==> src/rtl/serial_adder_pkg.sv <==
`default_nettype none
// ============================================================================
//  Module      : serial_adder_pkg
//  Description : Shared definitions for the digit-serial adder/subtractor:
//                FSM state encoding, default geometry and a helper that sizes
//                the step counter.
//  Revision    : 1.0 - initial release
// ============================================================================
package serial_adder_pkg;

    // Explicit encodings keep state values stable across tools and netlists.
    typedef enum logic [1:0] {
        ST_IDLE = 2'd0,
        ST_RUN  = 2'd1,
        ST_DONE = 2'd2
    } state_t;

    localparam int DEFAULT_WIDTH = 8;
    localparam int DEFAULT_DIGIT = 1;

    // Step counter width: $clog2(steps), but never narrower than one bit so a
    // single-step configuration still has a legal counter vector.
    function automatic int ctr_width(input int steps);
        return (steps > 1) ? $clog2(steps) : 1;
    endfunction

endpackage
`default_nettype wire

==> src/rtl/serial_adder_fa_cell.sv <==
`default_nettype none
// ============================================================================
//  Module      : serial_adder_fa_cell
//  Description : 1-bit full adder cell; one link of the ripple chain used by
//                serial_adder.
//  Ports       : a, b  - operand bits
//                ci    - carry in
//                s     - sum bit
//                co    - carry out
//  Revision    : 1.0 - initial release
// ============================================================================
module serial_adder_fa_cell (
    input  logic a,
    input  logic b,
    input  logic ci,
    output logic s,
    output logic co
);

    logic p;

    assign p  = a ^ b;
    assign s  = p ^ ci;
    assign co = (a & b) | (ci & p);

endmodule
`default_nettype wire

==> src/rtl/serial_adder.sv <==
`default_nettype none
// ============================================================================
//  Module      : serial_adder
//  Description : Multi-cycle adder/subtractor. Adds DIGIT bits per clock,
//                least-significant digit first, through a ripple chain of
//                DIGIT full-adder cells. Operands arrive on a valid/ready
//                input handshake; the result leaves on a valid/ready output
//                handshake. One operation takes WIDTH/DIGIT RUN cycles.
//  Ports       : clk, rst_n            - clock, async active-low reset
//                in_valid/in_ready     - operand handshake
//                a, b, cin, sub        - operands, carry-in, subtract select
//                out_valid/out_ready   - result handshake
//                sum, cout, ovf        - result, carry out, signed overflow
//                busy                  - high while in RUN
//  Revision    : 1.0 - initial release
// ============================================================================
module serial_adder
    import serial_adder_pkg::*;
#(
    parameter int WIDTH = DEFAULT_WIDTH,
    parameter int DIGIT = DEFAULT_DIGIT
) (
    input  logic             clk,
    input  logic             rst_n,
    input  logic             in_valid,
    output logic             in_ready,
    input  logic [WIDTH-1:0] a,
    input  logic [WIDTH-1:0] b,
    input  logic             cin,
    input  logic             sub,
    output logic             out_valid,
    input  logic             out_ready,
    output logic [WIDTH-1:0] sum,
    output logic             cout,
    output logic             ovf,
    output logic             busy
);

    localparam int             STEPS = WIDTH / DIGIT;
    localparam int             CW    = ctr_width(STEPS);
    localparam logic [CW-1:0]  LAST  = CW'(STEPS - 1);

    // ------------------------------------------------------------------------
    // Parameter sanity
    // ------------------------------------------------------------------------
    generate
        if ((DIGIT < 1) || (WIDTH % DIGIT != 0)) begin : g_param_check
            $error("serial_adder: WIDTH (%0d) must be a positive multiple of DIGIT (%0d)",
                   WIDTH, DIGIT);
        end
    endgenerate

    // ------------------------------------------------------------------------
    // State
    // ------------------------------------------------------------------------
    state_t           state;
    logic [WIDTH-1:0] a_sh;
    logic [WIDTH-1:0] b_sh;
    logic [WIDTH-1:0] sum_sh;
    logic             carry;
    logic [CW-1:0]    step;

    logic [DIGIT:0]   chain_c;
    logic [DIGIT-1:0] chain_s;
    logic [WIDTH-1:0] sum_next;
    logic             accept;
    logic             last_step;

    // ------------------------------------------------------------------------
    // Ripple chain over the current low digit of the operand shift registers
    // ------------------------------------------------------------------------
    assign chain_c[0] = carry;

    generate
        for (genvar i = 0; i < DIGIT; i++) begin : g_chain
            serial_adder_fa_cell u_fa (
                .a  (a_sh[i]),
                .b  (b_sh[i]),
                .ci (chain_c[i]),
                .s  (chain_s[i]),
                .co (chain_c[i+1])
            );
        end
    endgenerate

    // New digit enters the sum register at the MSB end, so after STEPS
    // shifts the first (least significant) digit lands in bits [DIGIT-1:0].
    generate
        if (DIGIT == WIDTH) begin : g_sum_full
            assign sum_next = chain_s;
        end else begin : g_sum_shift
            assign sum_next = {chain_s, sum_sh[WIDTH-1:DIGIT]};
        end
    endgenerate

    // ------------------------------------------------------------------------
    // Handshake
    // ------------------------------------------------------------------------
    // Accepting while DONE requires the current result to be consumed on the
    // same edge, which gives back-to-back operations with no idle bubble.
    assign in_ready  = (state == ST_IDLE) || ((state == ST_DONE) && out_ready);
    assign accept    = in_valid && in_ready;
    assign last_step = (step == LAST);
    assign sum       = sum_sh;

    // ------------------------------------------------------------------------
    // FSM and datapath registers
    // ------------------------------------------------------------------------
    always_ff @(posedge clk or negedge rst_n) begin
        if (!rst_n) begin
            state     <= ST_IDLE;
            out_valid <= 1'b0;
            busy      <= 1'b0;
            sum_sh    <= '0;
            cout      <= 1'b0;
            ovf       <= 1'b0;
            a_sh      <= '0;
            b_sh      <= '0;
            carry     <= 1'b0;
            step      <= '0;
        end else begin
            case (state)
                ST_IDLE: begin
                    // Operand load is handled by the accept path below.
                end

                ST_RUN: begin
                    a_sh   <= a_sh >> DIGIT;
                    b_sh   <= b_sh >> DIGIT;
                    carry  <= chain_c[DIGIT];
                    sum_sh <= sum_next;
                    step   <= step + 1'b1;
                    if (last_step) begin
                        // On the final digit the top cell is bit WIDTH-1, so
                        // its carry-in is the carry into the MSB.
                        cout      <= chain_c[DIGIT];
                        ovf       <= chain_c[DIGIT] ^ chain_c[DIGIT-1];
                        state     <= ST_DONE;
                        out_valid <= 1'b1;
                        busy      <= 1'b0;
                    end
                end

                ST_DONE: begin
                    if (out_ready) begin
                        state     <= ST_IDLE;
                        out_valid <= 1'b0;
                    end
                end

                default: begin
                    state     <= ST_IDLE;
                    out_valid <= 1'b0;
                    busy      <= 1'b0;
                end
            endcase

            // Placed after the case so a same-edge accept in DONE overrides
            // the return to IDLE.
            if (accept) begin
                a_sh  <= a;
                b_sh  <= b ^ {WIDTH{sub}};
                carry <= sub | cin;
                step  <= '0;
                state <= ST_RUN;
                busy  <= 1'b1;
            end
        end
    end

endmodule
`default_nettype wire
==> config.mk <==
export PLATFORM = sky130hd
export DESIGN_NAME = serial_adder
export DESIGN_NICKNAME = d
export VERILOG_FILES = /design/src/rtl/serial_adder_pkg.sv /design/src/rtl/serial_adder_fa_cell.sv /design/src/rtl/serial_adder.sv
export SDC_FILE = /design/constraint.sdc
export NUM_CORES = 1
export LEC_CHECK = 0
export CAP_MARGIN = 5
export CELL_PAD_IN_SITES_DETAIL_PLACEMENT = 1
export CELL_PAD_IN_SITES_GLOBAL_PLACEMENT = 2
export CORE_MARGIN = 4
export CORE_UTILIZATION = 31
export DETAILED_ROUTE_END_ITERATION = 10
export HOLD_SLACK_MARGIN = 0.05
export PLACE_DENSITY = 0.83
export SETUP_SLACK_MARGIN = 0.1
export SYNTH_ARGS = -nofsm -noshare
export SYNTH_HDL_FRONTEND = slang
export SYNTH_SLANG_ARGS = --single-unit
==> constraint.sdc <==
create_clock -name clk -period 1.78 [get_ports clk]
set_input_delay 0.267 -clock clk [delete_from_list [all_inputs] [get_ports clk]]
set_output_delay 0.267 -clock clk [all_outputs]
set_load 0.02 [all_outputs]
==> results.md <==
- First-pass GRT wire length: 6370 um
- Leading area contributor after synthesis: dfrtp_1
- Element type at the critical path start: register
- Sequential area share after synthesis: 51.6%
- # Max-Cap Violations: 0
- Fin Setup TNS: 0 ps
- Worst vdd ir: 0.000497 V
- Top-count cell post-synth: dfrtp_1
- Post-synthesis xor/xnor area fraction: 5.31%
- Diode count: 0
- Synth top area cells: dfrtp_1, mux2i_1, nand2_1, xor2_1, nand3_1
- 1st-pass router iterations: 3
- Core box area: approximately 5100 um2
- Fillers: 601
- Pwr Density: 1620 nW/um2
- Flops & latches, synth: 34
- Synth Area in Compound Gates: under 10%
- Post-Syn Area: around 1600 um2
- Levels on crit path: 4
- CTS HTree Levels: 2
- Detail Route Antenna Nets: 0
- Die area: 6550 um2
- Top-area cell type share of the netlist area: between 50 and 60%
- RePlAce Congestion: 0.732
- Starting density of the core: 32.1%
- Buf/Inv on CP: 1
- Post-synthesis cell type count: 25
- Mux cell area share after synthesis: 10.9%
- Cells after Synth: 158
- Setup Skew: 7.59 ps
- Synth Flop Type: dfrtp_1
- Crit path capture type: register
- Util after Layout: 41.3%
- Fin cells: 265
- 1st-iter DRT viols: 59
- Adder-cell share of the synthesized area: between 2 and 3%
- Sink Count: 34
- Post-synth EDFFs: 0
- CTS buffer count: 5
- Simple-gate share of the synthesized area: between 10% and 20%
- FF-to-FF path depth: 4
- Area growth syn-to-layout: 28.8%
- Standard-cell rows: 26
- Cell Chain, Critical Path: and2b_1 -> buf_4 -> mux2i_1 -> o21ai_1
- Run status: completed
- Ys async rst share: 100%
- WHS: around 400 ps
- Number of remaining DRC errors: 0
- Avg Cell Area, Syn: ~10 um2
- Num ports: 35
- Synth warnings: 0
- Placed insts: about 260
- HPWL reported at the end of detailed placement: 2600 um
- Hold Path Class: primary input to async pin
- Clock latency on the worst-skew pair: 280 ps
- Initial antenna violation count: 0
- Final Net Count: 219
- Ratio of cells with drive above 1 in the final layout: about 9.7%
- Largest net degree at the start of global routing: 35
- F_max: 644 MHz
- GRT Residual Overflow: 0
- WP data arrival: 1710 ps
- Fin crit share: 87.3%
- Die X: between 80 and 90 um
- IO Port Bufs: 34
- Post-Syn Nets: 183
- Setup Crit Path Kind: register to register
- Worst Slack Setup Final: 226 ps
- Worst-margin pin slew: between 400 and 500 ps
- Final Hold Fails: 0
- Die Y-Extent: between 80 and 90 um
- GR Util All Layers: between 10% and 20%
- Vias in the first global route: 1414
- Max-slew violation count: 0
- Drt total wl: about 3600 um
- Min cycle time layout: between 1500 and 2000 ps
- Data required, critical path: 1940 ps
- Vias per cell: 4.70
- Post CTS Setup Buffer Count: 0
- Clock buffer depth: 2
- RSZ-0062 raised after global routing: false
- Crit path max-delay cell type: dfrtp_1
- Leakage: 0.966 nW
- Slowest stage delay, CP: 470 ps
- Top delay family on crit path: flip-flops
- Clock-pin transition on the worst setup and hold timing paths: around 70 ps
- Routed vias: 1246
- Largest family of logic cells by synthesized area: simple AND/OR/NAND/NOR gates
- TritonCTS clock tree: yes
- Worst Path Max Fanout: 9
- Synth top cells by count: dfrtp_1, nand2_1, mux2i_1, nand3_1, o21ai_1
- Slew HR: 71.2%
- Final setup viols: 0
- DR WL/cell: 13.5 um
- Pre-CTS WS: -81.9 ps
- Root Buffer: clkbuf_8
[metrics by stage]
| stage | cell area (um2) | power [mW] |
|---|---|---|
| floorplan | 1650 | 2.39 |
| global placement | 2040 | 2.81 |
| detailed placement | 2040 | 2.91 |
| CTS | 2130 | 3.50 |
| global route | 2120 | 3.71 |
| finish | 2120 | 3.43 |
[area by class of cell]
cell class | count | area [um2] | share of cell area, %
multi-input combinational | 112 | 706 | 33.2
timing repair buffer | 41 | 388 | 18.3
tap | 70 | 87.6 | 4.12
clock buffer | 7 | 86.3 | 4.07
sequential | 34 | 851 | 40.1
clock inverter | 1 | 5.00 | 0.236
[what timing repair did]
action	in CTS	in global routing
setup endpoints to repair	1	1
endpoints found under the hold margin	0	0
resized for setup	1	2
hold buffers	0	0
pin swaps	0	0
[path summary, 6_finish.rpt]
check | end | slack [ps] | from
setup / recovery | a_sh[1]$_DFFE_PN0P_ | 230 | state[0]$_DFFE_PN0P_
hold / removal | step[2]$_DFFE_PN0P_ | 400 | rst_n
setup reg to reg | a_sh[1]$_DFFE_PN0P_ | 230 | state[0]$_DFFE_PN0P_
hold reg to reg | sum[0]$_DFFE_PN0P_ | 490 | sum[0]$_DFFE_PN0P_
max in group asynchronous | a_sh[2]$_DFFE_PN0P_ | 1070 | rst_n
min in group clk | sum[0]$_DFFE_PN0P_ | 490 | sum[0]$_DFFE_PN0P_
[layout by cell type (no fill, tap or decap)]
cell type	Yosys	final
o21ai_0	4	4
clkbuf_1	0	1
a21oi_1	3	3
nand2_4	1	1
xor2_1	9	9
clkdlybuf4s50_1	0	33
nand3_1	15	15
dfrtp_1	34	34
o21a_1	1	1
nor2b_1	2	2
a32oi_1	1	1
buf_4	1	7
nand2b_1	2	2
nor2_1	3	3
o21ai_1	15	15
and2_4	1	1
nand2_1	32	32
clkinv_2	0	1
mux2_4	2	2
clkbuf_2	0	1
clkbuf_8	0	6
mux2i_1	15	15
o21bai_1	1	1
and2b_1	1	1
ha_1	2	2
xnor2_1	1	1
fa_1	1	1
[where the power goes]
group / internal [mW] / switching [mW] / total, mW
registers: 1.10 / 0.218 / 1.32
clock network: 0.312 / 0.271 / 0.583
logic: 0.718 / 0.808 / 1.53
total: 2.13 / 1.30 / 3.43
[kinds of logic after synthesis]
logic type               after synthesis
AND/OR/NAND/NOR                       57
flip-flops                            34
AO/OA/AOI/OAI                         25
multiplexers                          17
buffers and inverters                 12
XOR/XNOR                              10
adder cells (fa/ha/maj)                3
[metal layers]
layer  track usage, %  part of all wire, %  vias to the layer above
met3             3.88                  4.9                        4
met2             22.8                   51                       28
li1                 -                    -                      598
met1             13.9                   43                      616
met4             3.55                  1.0                        0
met5                0                    0                        -
[worst reg2reg max path: stages, from the launching register on]
cell and delay, ps:
dfrtp_1 470, and2b_1 430, buf_4 230, mux2i_1 210
o21ai_1 90
[sequential cells by signal, indices dropped and copies added, names as in the netlist]
signal     count
state          2
b_sh           8
out_valid      1
carry          1
cout           1
a_sh           8
ovf            1
sum            8
step           3
busy           1
Power figures use the tool's default switching activity.
==> RTL edit (same flow settings) <==
Put one more register stage on the output `ovf`, without a reset. The value now appears one clock later. The other outputs are not delayed to match.
--- a/src/rtl/serial_adder.sv
+++ b/src/rtl/serial_adder.sv
@@ -39,6 +39,8 @@
     localparam int             STEPS = WIDTH / DIGIT;
     localparam int             CW    = ctr_width(STEPS);
     localparam logic [CW-1:0]  LAST  = CW'(STEPS - 1);
+
+    logic ovf_s0;
 
     // ------------------------------------------------------------------------
     // Parameter sanity
@@ -113,7 +115,7 @@
             busy      <= 1'b0;
             sum_sh    <= '0;
             cout      <= 1'b0;
-            ovf       <= 1'b0;
+            ovf_s0    <= 1'b0;
             a_sh      <= '0;
             b_sh      <= '0;
             carry     <= 1'b0;
@@ -134,7 +136,7 @@
                         // On the final digit the top cell is bit WIDTH-1, so
                         // its carry-in is the carry into the MSB.
                         cout      <= chain_c[DIGIT];
-                        ovf       <= chain_c[DIGIT] ^ chain_c[DIGIT-1];
+                        ovf_s0    <= chain_c[DIGIT] ^ chain_c[DIGIT-1];
                         state     <= ST_DONE;
                         out_valid <= 1'b1;
                         busy      <= 1'b0;
@@ -168,5 +170,9 @@
         end
     end
 
+    always_ff @(posedge clk) begin
+        ovf <= ovf_s0;
+    end
+
 endmodule
 `default_nettype wire
Formal check against the unedited RTL: not equivalent (Yosys sat finds a counterexample within 10 cycles, from zero or initial values and one cycle with rst_n low).
==> RTL edit against the unedited design <==
Worst setup slack got worse by 20 ps; design area is 0.29% higher; global-route usage up 0.46 points; die area grew 1.1%; routed wire length grew 3.2%; total power is 0.16% lower; utilization decreased by 0.14 points; worst hold slack got worse by 26 ps; synthesized area is 1.2% higher; sequential share of layout area increased by 0.82 points; sequential cell count is 1 higher; critical path type is now primary input to output port; critical endpoint is now in_ready.
==> RTL edit: results (changes against the unedited design) <==
power_and_ir_drop:
  p_switching_mw: 1.30  # about the same
  p_clk_mw: 0.539  # was 0.583 mW
  p_comb_frac: 0.444  # was 0.445
  leakage_nw: 0.961  # was 0.966 nW
place:
  gp_congestion: 0.740  # was 0.732
  pre_cts_ws_ps: -94.7  # was -81.9 ps
  place_hpwl_um: 2670  # was 2600 µm
drt:
  via_count: 1232  # was 1246
  wl_um: 3690  # was 3580 µm
  viasPerCell: 4.65  # was 4.70
synth:
  synth_compound_area_frac: 0.0802  # was 0.0812
  syn_nets: 184  # was 183
  synthTopCellsByArea: "dfrtp_1 (51%), mux2i_1 (9.0%), nand2_1 (7.2%)"  # was dfrtp_1 (52%), mux2i_1 (9.1%), nand2_1 (7.3%)
  ys_types: 26  # was 25
  synth.avg_cell_area_um2: 10.5  # was 10.4 µm²
  synthAdderAreaFrac: 0.0270  # was 0.0273
timing:
  fin_crit_sh: 0.884  # was 0.873
  hold_slack_ps: 377  # was 404 ps
  fin_worst_skew_ps: 7.08  # was 7.59 ps
  worstMarginPinSlew_ps: 429  # was 432 ps
finish:
  drive_gt1_frac: 0.0769  # was 0.0974
global_routing:
  grt_pass1_vias: 1462  # was 1414
  grt_usage: 0.130  # was 0.125
critical_path:
  critPathMaxFanout: 2  # was 9
status:
  outcome: "finished clean"  # unchanged
min_path:
  min_path_type: "flop to flop"  # was primary input to async pin
==> RTL edit: what timing repair did <==
item                                    CTS  global route
cloned                                    0             0
endpoints found under the setup margin    1             1
gates resized for setup                   1             1
==> RTL edit: routing by layer <==
layer	global-route usage	wire length, µm	vias up
met1	0.144	1630	599
met5	0	0	-
met2	0.229	1820	27
met4	0.0659	85	0
met3	0.0322	150	8
li1	-	-	598
==> RTL edit: path summary, 6_finish.rpt <==
kind / from / to / cells past startpoint
worst max-delay path: out_ready / in_ready / 4
worst min-delay path: ovf_s0 / ovf / 0
worst max register to register: state[0] / b_sh[3] / 4
worst min register to register: ovf_s0 / ovf / 0
max in group asynchronous: rst_n / sum[4] / 2
min in group asynchronous: rst_n / a_sh[1] / 2
==> RTL edit: area by class of cell <==
class / instances / share of cell area
repair buffers: 40 / 0.181
flip-flops and latches: 35 / 0.409
well taps: 70 / 0.0411
multi-input cells: 112 / 0.331
clock buffers: 8 / 0.0376
